File: config.mk
export PLATFORM = sky130hd
export DESIGN_NAME = npc_ctrl_fsm
export DESIGN_NICKNAME = d
export VERILOG_FILES = /design/src/rtl/npc_ctrl_fsm.sv
export SDC_FILE = /design/constraint.sdc
export NUM_CORES = 1
export LEC_CHECK = 0
export ABC_CLOCK_PERIOD_IN_PS = 2400
export CAP_MARGIN = 20
export CORE_ASPECT_RATIO = 0.7
export CORE_MARGIN = 1
export CORE_UTILIZATION = 54
export CTS_CLUSTER_SIZE = 12
export DETAILED_ROUTE_END_ITERATION = 8
export DONT_BUFFER_PORTS = 1
export PLACE_DENSITY = 0.66
export SYNTH_ARGS = -nofsm -noshare
export SYNTH_HDL_FRONTEND = slang
export SYNTH_SLANG_ARGS = --single-unit
File: constraint.sdc
create_clock -name clk -period 2.4 [get_ports clk]
set_clock_uncertainty 0.15 [all_clocks]
set_input_delay 0.24 -clock clk [delete_from_list [all_inputs] [get_ports clk]]
set_output_delay 0.24 -clock clk [all_outputs]
set_load 0.1 [all_outputs]
File: src/rtl/npc_ctrl_fsm.sv
// npc_ctrl_fsm: multi-cycle control FSM for a simple RV32 core.
// Sequences IDLE->FETCH->DECODE->EXEC->(MEM)->WB, with HALT on ebreak and
// ERR on illegal opcodes.
// Ports: clk, rst_n (async, active-low), start, ifu_req/ifu_valid/inst,
// ir_we, exe_en, lsu_req/lsu_we/lsu_done, rf_we, pc_we, state, halt, err,
// retired.
// Build option: define NPC_CTRL_TIMEOUT_EN to add a FETCH/MEM wait timeout
// of TIMEOUT_CYCLES cycles that routes the FSM to ERR.
module npc_ctrl_fsm #(
    parameter int TIMEOUT_CYCLES = 255
) (
    input  logic        clk,
    input  logic        rst_n,
    input  logic        start,
    output logic        ifu_req,
    input  logic        ifu_valid,
    input  logic [31:0] inst,
    output logic        ir_we,
    output logic        exe_en,
    output logic        lsu_req,
    output logic        lsu_we,
    input  logic        lsu_done,
    output logic        rf_we,
    output logic        pc_we,
    output logic [2:0]  state,
    output logic        halt,
    output logic        err,
    output logic [31:0] retired
);

    typedef enum logic [2:0] {
        S_IDLE   = 3'd0,
        S_FETCH  = 3'd1,
        S_DECODE = 3'd2,
        S_EXEC   = 3'd3,
        S_MEM    = 3'd4,
        S_WB     = 3'd5,
        S_HALT   = 3'd6,
        S_ERR    = 3'd7
    } state_t;

    localparam logic [6:0] OP_LUI    = 7'b0110111;
    localparam logic [6:0] OP_AUIPC  = 7'b0010111;
    localparam logic [6:0] OP_JAL    = 7'b1101111;
    localparam logic [6:0] OP_JALR   = 7'b1100111;
    localparam logic [6:0] OP_BRANCH = 7'b1100011;
    localparam logic [6:0] OP_LOAD   = 7'b0000011;
    localparam logic [6:0] OP_STORE  = 7'b0100011;
    localparam logic [6:0] OP_IMM    = 7'b0010011;
    localparam logic [6:0] OP_OP     = 7'b0110011;
    localparam logic [31:0] EBREAK   = 32'h0010_0073;

    if (TIMEOUT_CYCLES < 1 || TIMEOUT_CYCLES > 255) begin : g_bad_param
        $error("TIMEOUT_CYCLES must be in 1..255");
    end

    state_t      st;
    state_t      nxt;
    logic [31:0] ir;
    logic [6:0]  op;
    logic        legal;
    logic        is_mem;
    logic        tmo_hit;

    assign op     = ir[6:0];
    assign is_mem = (op == OP_LOAD) || (op == OP_STORE);

    always_comb begin
        legal = 1'b0;
        case (op)
            OP_LUI, OP_AUIPC, OP_JAL, OP_JALR, OP_BRANCH,
            OP_LOAD, OP_STORE, OP_IMM, OP_OP: legal = 1'b1;
            default: legal = 1'b0;
        endcase
    end

`ifdef NPC_CTRL_TIMEOUT_EN
    logic [7:0] wait_cnt;

    // The limit cycle is the one in which the count would reach the limit;
    // a handshake in that same cycle takes priority in the next-state logic.
    assign tmo_hit = ({1'b0, wait_cnt} + 9'd1) == 9'(TIMEOUT_CYCLES);

    always_ff @(posedge clk or negedge rst_n) begin
        if (!rst_n) begin
            wait_cnt <= 8'd0;
        end else if (nxt != st) begin
            wait_cnt <= 8'd0;
        end else if (st == S_FETCH || st == S_MEM) begin
            wait_cnt <= wait_cnt + 8'd1;
        end
    end
`else
    assign tmo_hit = 1'b0;
`endif

    always_comb begin
        nxt = st;
        unique case (st)
            S_IDLE: begin
                if (start) nxt = S_FETCH;
            end
            S_FETCH: begin
                if (ifu_valid)    nxt = S_DECODE;
                else if (tmo_hit) nxt = S_ERR;
            end
            S_DECODE: begin
                if (ir == EBREAK) nxt = S_HALT;
                else if (legal)   nxt = S_EXEC;
                else              nxt = S_ERR;
            end
            S_EXEC: begin
                nxt = is_mem ? S_MEM : S_WB;
            end
            S_MEM: begin
                if (lsu_done)     nxt = S_WB;
                else if (tmo_hit) nxt = S_ERR;
            end
            S_WB:   nxt = S_FETCH;
            S_HALT: nxt = S_HALT;
            S_ERR:  nxt = S_ERR;
        endcase
    end

    always_ff @(posedge clk or negedge rst_n) begin
        if (!rst_n) begin
            st      <= S_IDLE;
            ir      <= 32'd0;
            retired <= 32'd0;
        end else begin
            st <= nxt;
            if (st == S_FETCH && ifu_valid) ir <= inst;
            if (st == S_WB) retired <= retired + 32'd1;
        end
    end

    assign state   = st;
    assign ifu_req = (st == S_FETCH);
    assign ir_we   = (st == S_FETCH) && ifu_valid;
    assign exe_en  = (st == S_EXEC);
    assign lsu_req = (st == S_MEM);
    assign lsu_we  = (st == S_MEM) && (op == OP_STORE);
    assign pc_we   = (st == S_WB);
    // Branches and stores have no destination register.
    assign rf_we   = (st == S_WB) && legal &&
                     (op != OP_BRANCH) && (op != OP_STORE);
    assign halt    = (st == S_HALT);
    assign err     = (st == S_ERR);

endmodule

# --- Yosys cells after proc, flatten, opt, wreduce, memory -nomap -nowiden ---
# Cells that the tools add are included.
# W data, S select, Z words.
totals:
  register_bits: 67
  latchBits: 0
  ram_bits: 0
  romBits: 0
  inputBits: 37
  output_inout_bits: 44
  wordCells: 43
  mem_count: 0
op_classes:
  addsub: 1
  multipliers: 0
  div_mod_pow: 0
  order_cmp: 0
  n_eq_ne: 22
  shift: 0
  muxes: 8
  bitwise_logic: 0
  reduce_logical: 9
op_table:
  columns: ["op", "n"]
  rows:
  - ["$add A32 B1 Y32 const B", 1]
  - ["$eq A32 B21 Y1 const B", 1]
  - ["$pmux W3 S8", 1]
  - ["$eq A7 B6 Y1 const B", 3]
  - ["$eq A7 B7 Y1 const B", 3]
  - ["$mux W3", 5]
  - ["$eq A7 B5 Y1 const B", 2]
  - ["$eq A3 B3 Y1 const B", 4]
  - ["$reduce_or A9 Y1", 1]
  - ["$eq A7 B2 Y1 const B", 1]
  - ["$ne A7 B6 Y1 const B", 1]
  - ["$ne A7 B7 Y1 const B", 1]
  - ["$eq A3 B2 Y1 const B", 2]
  - ["$logic_and A1 B1 Y1", 5]
  - ["$ne A2 B1 Y1 const B", 2]
  - ["$eq A3 B1 Y1 const B", 1]
  - ["$logic_not A3 Y1", 1]
  - ["$reduce_and A3 Y1", 1]
  - ["$mux W1", 2]
  - ["$ne A2 B2 Y1 const B", 1]
  - ["$logic_or A1 B1 Y1", 1]

# --- Logic depth before layout (Yosys ltp) ---
# Gate-level depths: netlist of run 1.
depth:
  ltp_word: 6
  ltp_mapped: 6
  depth_no_buf: 5

# --- Worst setup path after synthesis of run 1 ---
# OpenSTA, ideal clock, no wires.
synth_timing:
  path_type: "flip-flop to output port"
  from: "register st[2], in the netlist state[2]"
  to: "output lsu_we"
  t_arrival_ns: 5.698
  required_ns: 2.010
  slack_ns: -3.688
  path_stages_with_launch: 4
  n_path_buf: 0
  path_cell_list: "dfrtp_1 > nand2b_1 > nor2_1 > nor4b_1"
synth_via:
  elab_chain_cells: 2
synth_lines:
  columns: ["item", "line", "rtl"]
  rows:
  - ["start, declared", "57", "state_t st;"]
  - ["start signal, assigned", "131", "st <= nxt;"]
  - ["$eq A3 B3 Y1", null, null]
  - ["net lsu_req", "20", "output logic lsu_req,"]
  - ["$logic_and A1 B1 Y1", "142", "assign lsu_we = (st == S_MEM) && (op == OP_STORE);"]
  - ["end, declared", "21", "output logic lsu_we,"]
# The timed path passes the listed nets, and every way through them passes these cells.

# --- Worst setup path in the final report of run 1 ---
layout_timing:
  from: "register ir[4]"
  to: "output rf_we"
layout_via:
  elab_chain_cells: 6
  word_cells_on_any_way: 16
  classes_between: "eq/ne: 11; mux: 1; reduce/logical: 4"
layout_lines:
  columns: ["item", "line", "rtl"]
  rows:
  - ["start, declared", "59", "logic [31:0] ir;"]
  - ["start signal, assigned", "132", "if (st == S_FETCH && ifu_valid) ir <= inst;"]
  - ["$eq A7 B2 Y1 (tied with other cells)", "70", "case (op)"]
  - ["$reduce_or A9 Y1", "70", null]
  - ["$mux W1", "70", null]
  - ["$logic_and A1 B1 Y1 (2 in series)", "145", "assign rf_we = (st == S_WB) && legal &&"]
  - ["$logic_and A1 B1 Y1 (*)", "146", "(op != OP_BRANCH) && (op != OP_STORE);"]
  - ["end, declared", "23", "output logic rf_we,"]
# Every way passes the cells marked *; elsewhere a longest branch is shown, timed or not.

==> reports/metrics.cfg, run 1 <==
[detailed_routing]
vias_per_cell=5.33
wl_per_cell_um=16.6
antenna_left=0
drt-total-wl_um=6920
drc=0
num_vias=2226
drtIter0Drc=143
drt_first_pass_iters=4

[sta]
finalSetupTns_ps=0
hold_violations=0
min_period_over_period_pct=94.7
holdWs_ps=110
fin_crit_ps=2270
max_freq_ghz=0.440
drv_slew=0
slew_headroom_pct=62.6
tightest_slew_ps=556
setup_viol=0
rsz0062_at_grt=no
setup_slack_ps=127

[yosys]
synth-main-ff-cell=dfrtp_1
synth_top_area_share_pct=54.9
syn_avg_cell_area_um2=12.2
mappedNetlistNets=289
synthDistinctLibCells=37
yosysMostFrequentCell=dfrtp_1
netlist_instances=251
synthArstFlopShare_pct=100
yosys_register_bits=67
seq_area_frac_synth_pct=54.9
synthTopCellsByCount=dfrtp_1 (67), mux2_2 (32), xnor2_1 (25), nand2_1 (21), nand3_1 (15)
yosysWarnings=0
synth.top_cells.by_area=dfrtp_1 (55%), mux2_2 (12%), xnor2_1 (7.2%)
synth-edff-count=0
synth_area_um2=3050
synth_largest_area_cell=dfrtp_1

[die]
design.die.area_um2=5960
io_pins=81
start_util_pct=57.2
coreArea_um2=5340
rows=22
die_x_um=91.9
die_h_um=64.9

[place]
placedCellCount=364
place_area_um2=3570
post-place-ws_ps=284
gp_congestion=0.799
numPortBuffers=0
place_hpwl_um=4760

[finish]
fin_area_um2=4190
diodes=0
finalNonFillerCells=418
utilization_pct=78.4
n_fill_cell=359
layout.nets=379
seq_area_um2=1700
syn_to_final_growth_pct=37.2
multiInputGateArea_um2=1410
drive_above_1_share_pct=38.4

[power_and_ir_drop]
leakagePower_nw=1.82
power_density_nw_per_um2=1120
vdd_ir_drop_max_mv=0.993
power.total_mw=4.67

[clocking]
cts-root-buf=clkbuf_8
clock_path_buffers=2
cts_max_level=3
clkSlewWorstSetupHoldPaths_ps=70
cts_tree=built
clk_latency_ps=340
cts_made_buffers=9
cts_sinks=67

[status]
status=finished, final reports clean

[global_route]
grt_max_degree=68
antenna_found_initial=0
grt.overflow.total=0
grtUsageTotal_pct=26.4
grt_pass1_wl_um=11600
grt_pass1_vias=2286

[worst_setup_path]
critical_path_arrival_ps=1880
critPathMaxFanout=7
startpoint_type=register
path_class=register to primary output
cp-end-kind=primary output
crit_required_ps=2010

[min_path]
holdCritPathClass=primary input to register

[run]
drv_cap=0

==> critical path, cell delays in order (launching register included) <==
cell	delay [ps]
dfrtp_1	470
nand2b_1	180
a2111o_1	470
nor3_4	180
buf_6	240
==> cells in the final DEF (no fill, tap or decap), types with 2 or more instances in the layout <==
cell type	count
dfrtp_1	52
buf_4	48
dlygate4sd3_1	33
mux2_2	32
xnor2_1	25
nand2_1	20
nand3_1	15
nand4_1	12
dfrtp_2	12
clkbuf_8	11
nor2_1	9
nor4_1	8
nor3_1	7
xor2_1	6
nor2_2	4
nand2b_1	3
and4_1	3
dfrtp_4	3
inv_1	2
clkinvlp_4	2
nor4_4	2
and3_1	2
and2_1	2
clkbuf_1	2
buf_12	2
==> logic make-up (layout without fill, tap and decap cells) <==
group	count (synthesis)	in the layout	synth area share [%]
AO/OA/AOI/OAI	7	7	1.60
XOR/XNOR	31	31	8.89
adder cells (fa/ha/maj)	1	1	0.410
buffers and inverters	9	104	1.56
flip-flops	67	67	54.9
multiplexers	32	32	11.8
AND/OR/NAND/NOR	104	104	20.8
==> sequential cells by signal (all words and copies together) (netlist names) <==
signal / flops
ir: 32
state: 3
retired: 32
==> worst paths after layout <==
kind / cells past startpoint / to / from / slack [ps]
max: 4 / rf_we / ir[4] / 130
min: 4 / state[0] / start / 110
max reg2reg: 4 / retired[18] / state[1] / 310
min reg2reg: 1 / ir[25] / ir[25] / 360
max in group asynchronous: 2 / state[1] / rst_n / 1520
min in group asynchronous: 2 / retired[25] / rst_n / 290
==> report_power, final <==
part,switching (mW),internal [mW],leakage (nW),total [mW]
Clock,0.412,0.539,0.0998,0.951
Sequential,0.278,1.49,0.831,1.77
Combinational,1.26,0.691,0.892,1.95
Total,1.95,2.72,1.82,4.67
==> layout make-up <==
class,count,area share [%]
clock buffers,13,3.79
clock inverters,3,1.11
multi-input cells,175,33.6
well taps,72,2.15
repair buffers,85,18.4
flip-flops and latches,67,40.7
inverters,3,0.359
==> repair_timing <==
item,in CTS,in global routing
endpoints found under the setup margin,2,3
pin swaps,0,0
gates resized for setup,1,3
hold buffers,34,0
hold endpoints to repair,99,0
buffers inserted,0,4
==> per-layer routing <==
metal	vias to the layer above	track usage [%]	wire length (um)
met5	-	0	0
met3	12	8.45	422
li1	1088	-	-
met4	0	9.96	98
met2	66	38.3	3030
met1	1060	37.0	3370
(Power assumes the default switching activity.)
==> run 2, diff against run 1 <==
--- a/config.mk
+++ b/config.mk
@@ -7,13 +7,13 @@
 export LEC_CHECK = 0
 export ABC_CLOCK_PERIOD_IN_PS = 2400
 export CAP_MARGIN = 20
-export CORE_ASPECT_RATIO = 0.7
 export CORE_MARGIN = 1
-export CORE_UTILIZATION = 54
+export CORE_UTILIZATION = 55
 export CTS_CLUSTER_SIZE = 12
 export DETAILED_ROUTE_END_ITERATION = 8
 export DONT_BUFFER_PORTS = 1
-export PLACE_DENSITY = 0.66
+export PLACE_DENSITY = 0.67
+export SLEW_MARGIN = 25
 export SYNTH_ARGS = -nofsm -noshare
 export SYNTH_HDL_FRONTEND = slang
 export SYNTH_SLANG_ARGS = --single-unit
==> run 2 against run 1 <==
- routed wire length down 0.14%
- via count up 1.8%
- final cell count down 1.7%
- critical path type unchanged
- clock power up 13%
==> reports/metrics.cfg, run 2 (synthesis results as in run 1) <==
[power_and_ir_drop]
power.total_mw=4.73  ; was 4.67 mW
clkPwrFrac_pct=22.5  ; was 20.4%
vdd_ir_drop_max_mv=0.895  ; was 0.993 mV
sw_frac_of_total_pct=41.0  ; was 41.7%
intPower_mw=2.79  ; was 2.72 mW
seqPwrFrac_pct=37.4  ; was 37.9%
combPwrFrac_pct=40.1  ; was 41.8%
leakagePower_nw=1.80  ; was 1.82 nW
switching_power_mw=1.94  ; was 1.95 mW
power_density_nw_per_um2=1140  ; was 1120 nW/um^2

[global_route]
grt_pass1_wl_um=11500  ; was 11600 um
grt_max_degree=68  ; unchanged
antenna_found_initial=0  ; unchanged
grt.overflow.total=0  ; unchanged
grt_pass1_vias=2347  ; was 2286
grtUsageTotal_pct=25.5  ; was 26.4%

[clocking]
cts_made_buffers=9  ; unchanged
cts_setup_buffers=0  ; unchanged
cts_max_level=3  ; unchanged
clock_path_buffers=2  ; unchanged
cts-root-buf=clkbuf_8  ; unchanged
cts_tree=built  ; unchanged
clk_latency_ps=340  ; about the same
clkSlewWorstSetupHoldPaths_ps=80  ; was 70 ps
cts_sinks=67  ; unchanged

[detailed_routing]
drt_first_pass_iters=4  ; unchanged
antenna_left=0  ; unchanged
drtIter0Drc=81  ; was 143
num_vias=2265  ; was 2226
drt-total-wl_um=6910  ; was 6920 um
drc=0  ; unchanged
vias_per_cell=5.51  ; was 5.33
wl_per_cell_um=16.8  ; was 16.6 um

[sta]
min_period_over_period_pct=97.7  ; was 94.7%
rsz0062_at_grt=no  ; unchanged
holdWs_ps=106  ; was 110 ps
slew_headroom_pct=64.6  ; was 62.6%
setup_viol=0  ; unchanged
fin_crit_ps=2350  ; was 2270 ps
tightest_slew_ps=526  ; was 556 ps
max_freq_ghz=0.426  ; was 0.440 GHz
drv_slew=0  ; unchanged
hold_violations=0  ; unchanged

[worst_setup_path]
critPathMaxFanout=4  ; was 7
slowest_delay_ps=430  ; was 470 ps
critPathBufInv=1  ; unchanged
cp_slowest_cell=nor4bb_1  ; was dfrtp_1
worstPathCellList=nor4bb_1, nand2_1, nor4b_4, buf_12  ; was nand2b_1, a2111o_1, nor3_4, buf_6
critical_path_arrival_ps=1960  ; was 1880 ps
path_class=register to primary output  ; unchanged
crit_required_ps=2010  ; about the same
cp_top_family=simple AND/OR/NAND/NOR gates  ; was flip-flops
startpoint_type=register  ; unchanged
cp-end-kind=primary output  ; unchanged

[run]
drv_cap=0  ; unchanged

[finish]
final_cell_mix=dfrtp_1 (51), buf_4 (43), dlygate4sd3_1 (33), mux2_2 (32), xnor2_1 (25)  ; was dfrtp_1 (52), buf_4 (48), dlygate4sd3_1 (33), mux2_2 (32), xnor2_1 (25)
fin_area_um2=4160  ; was 4190 um^2
syn_to_final_growth_pct=36.4  ; was 37.2%
diodes=0  ; unchanged
layout.nets=374  ; was 379
utilization_pct=79.5  ; was 78.4%
drive_above_1_share_pct=37.5  ; was 38.4%
final_common_cell=dfrtp_1  ; unchanged
finalNonFillerCells=411  ; was 418

[status]
status=finished, final reports clean  ; unchanged

[place]
placedCellCount=361  ; was 364
place_hpwl_um=4580  ; was 4760 um
numPortBuffers=0  ; unchanged
gp_congestion=0.847  ; was 0.799
place_area_um2=3580  ; was 3570 um^2

[die]
start_util_pct=58.3  ; was 57.2%
rows=26  ; was 22
design.die.area_um2=5850  ; was 5960 um^2
io_pins=81  ; unchanged
die_h_um=76.5  ; was 64.9 um
die_x_um=76.5  ; was 91.9 um
coreArea_um2=5240  ; was 5340 um^2

[min_path]
holdCritPathClass=primary input to register  ; unchanged

run 2: cell types whose count changed in the layout (fill, tap and decap cells not counted), sizes merged:
cell / before / now
bufinv: 1 / 2
clkbuf: 13 / 12
buf: 52 / 47
run 2: final timing paths:
check | from | end | slack, ps | cells past startpoint
max reg2reg | state[1] | retired[18] | 330 | 4
min in group asynchronous | rst_n | ir[23] | 300 | 2
max | ir[2] | lsu_we | 50 | 4
min | lsu_done | state[0] | 110 | 4
max in group asynchronous | rst_n | state[2] | 1510 | 2
min reg2reg | ir[7] | ir[7] | 360 | 1
run 2: layout make-up:
| type | count | area, um^2 |
|---|---|---|
| clock inverters | 4 | 72.6 |
| clock buffers | 12 | 155 |
| multi-input cells | 175 | 1390 |
| well taps | 70 | 87.6 |
| repair buffers | 80 | 741 |
| inverters | 3 | 15.0 |
| flip-flops and latches | 67 | 1700 |
| fillers | 333 | 1070 |
run 2: worst reg2reg max path, stage by stage, from the launching register on:
cell      delay, ps
dfrtp_4         530
nand3b_4        300
or4_4           620
nor4_4          240
xor2_1          160
run 2: timing repair:
| item | in CTS | in global routing |
|---|---|---|
| hold buffers | 34 | 0 |
| setup endpoints to repair | 0 | 1 |
| resized for setup | 0 | 1 |
| endpoints found under the hold margin | 99 | 0 |
run 2: power groups by stage:
| stage | Clock (mW) | Sequential (mW) | Combinational [mW] |
|---|---|---|---|
| after floorplan | 0 | 2.15 | 1.06 |
| after global placement | 0 | 1.76 | 1.80 |
| after detailed placement | 0 | 1.77 | 1.82 |
| after CTS | 1.08 | 1.76 | 1.90 |
| after global routing | 1.12 | 1.82 | 2.00 |
| final | 1.07 | 1.77 | 1.90 |
run 2: stage by stage:
step           worst slack (ps)  setup TNS (ps)
2_1_floorplan              -494            -789
3_3_place_gp                381               0
3_5_place_dp                352               0
4_1_cts                    59.3               0
5_1_grt                    8.02               0
6_report                   54.9               0
run 2: layer usage:
metal | vias to the layer above | wire length, um | track usage [%]
met4 | 0 | 124 | 11.2
met5 | - | 0 | 0
met1 | 1118 | 3140 | 33.8
met3 | 9 | 346 | 5.51
met2 | 66 | 3300 | 40.5
li1 | 1072 | - | -
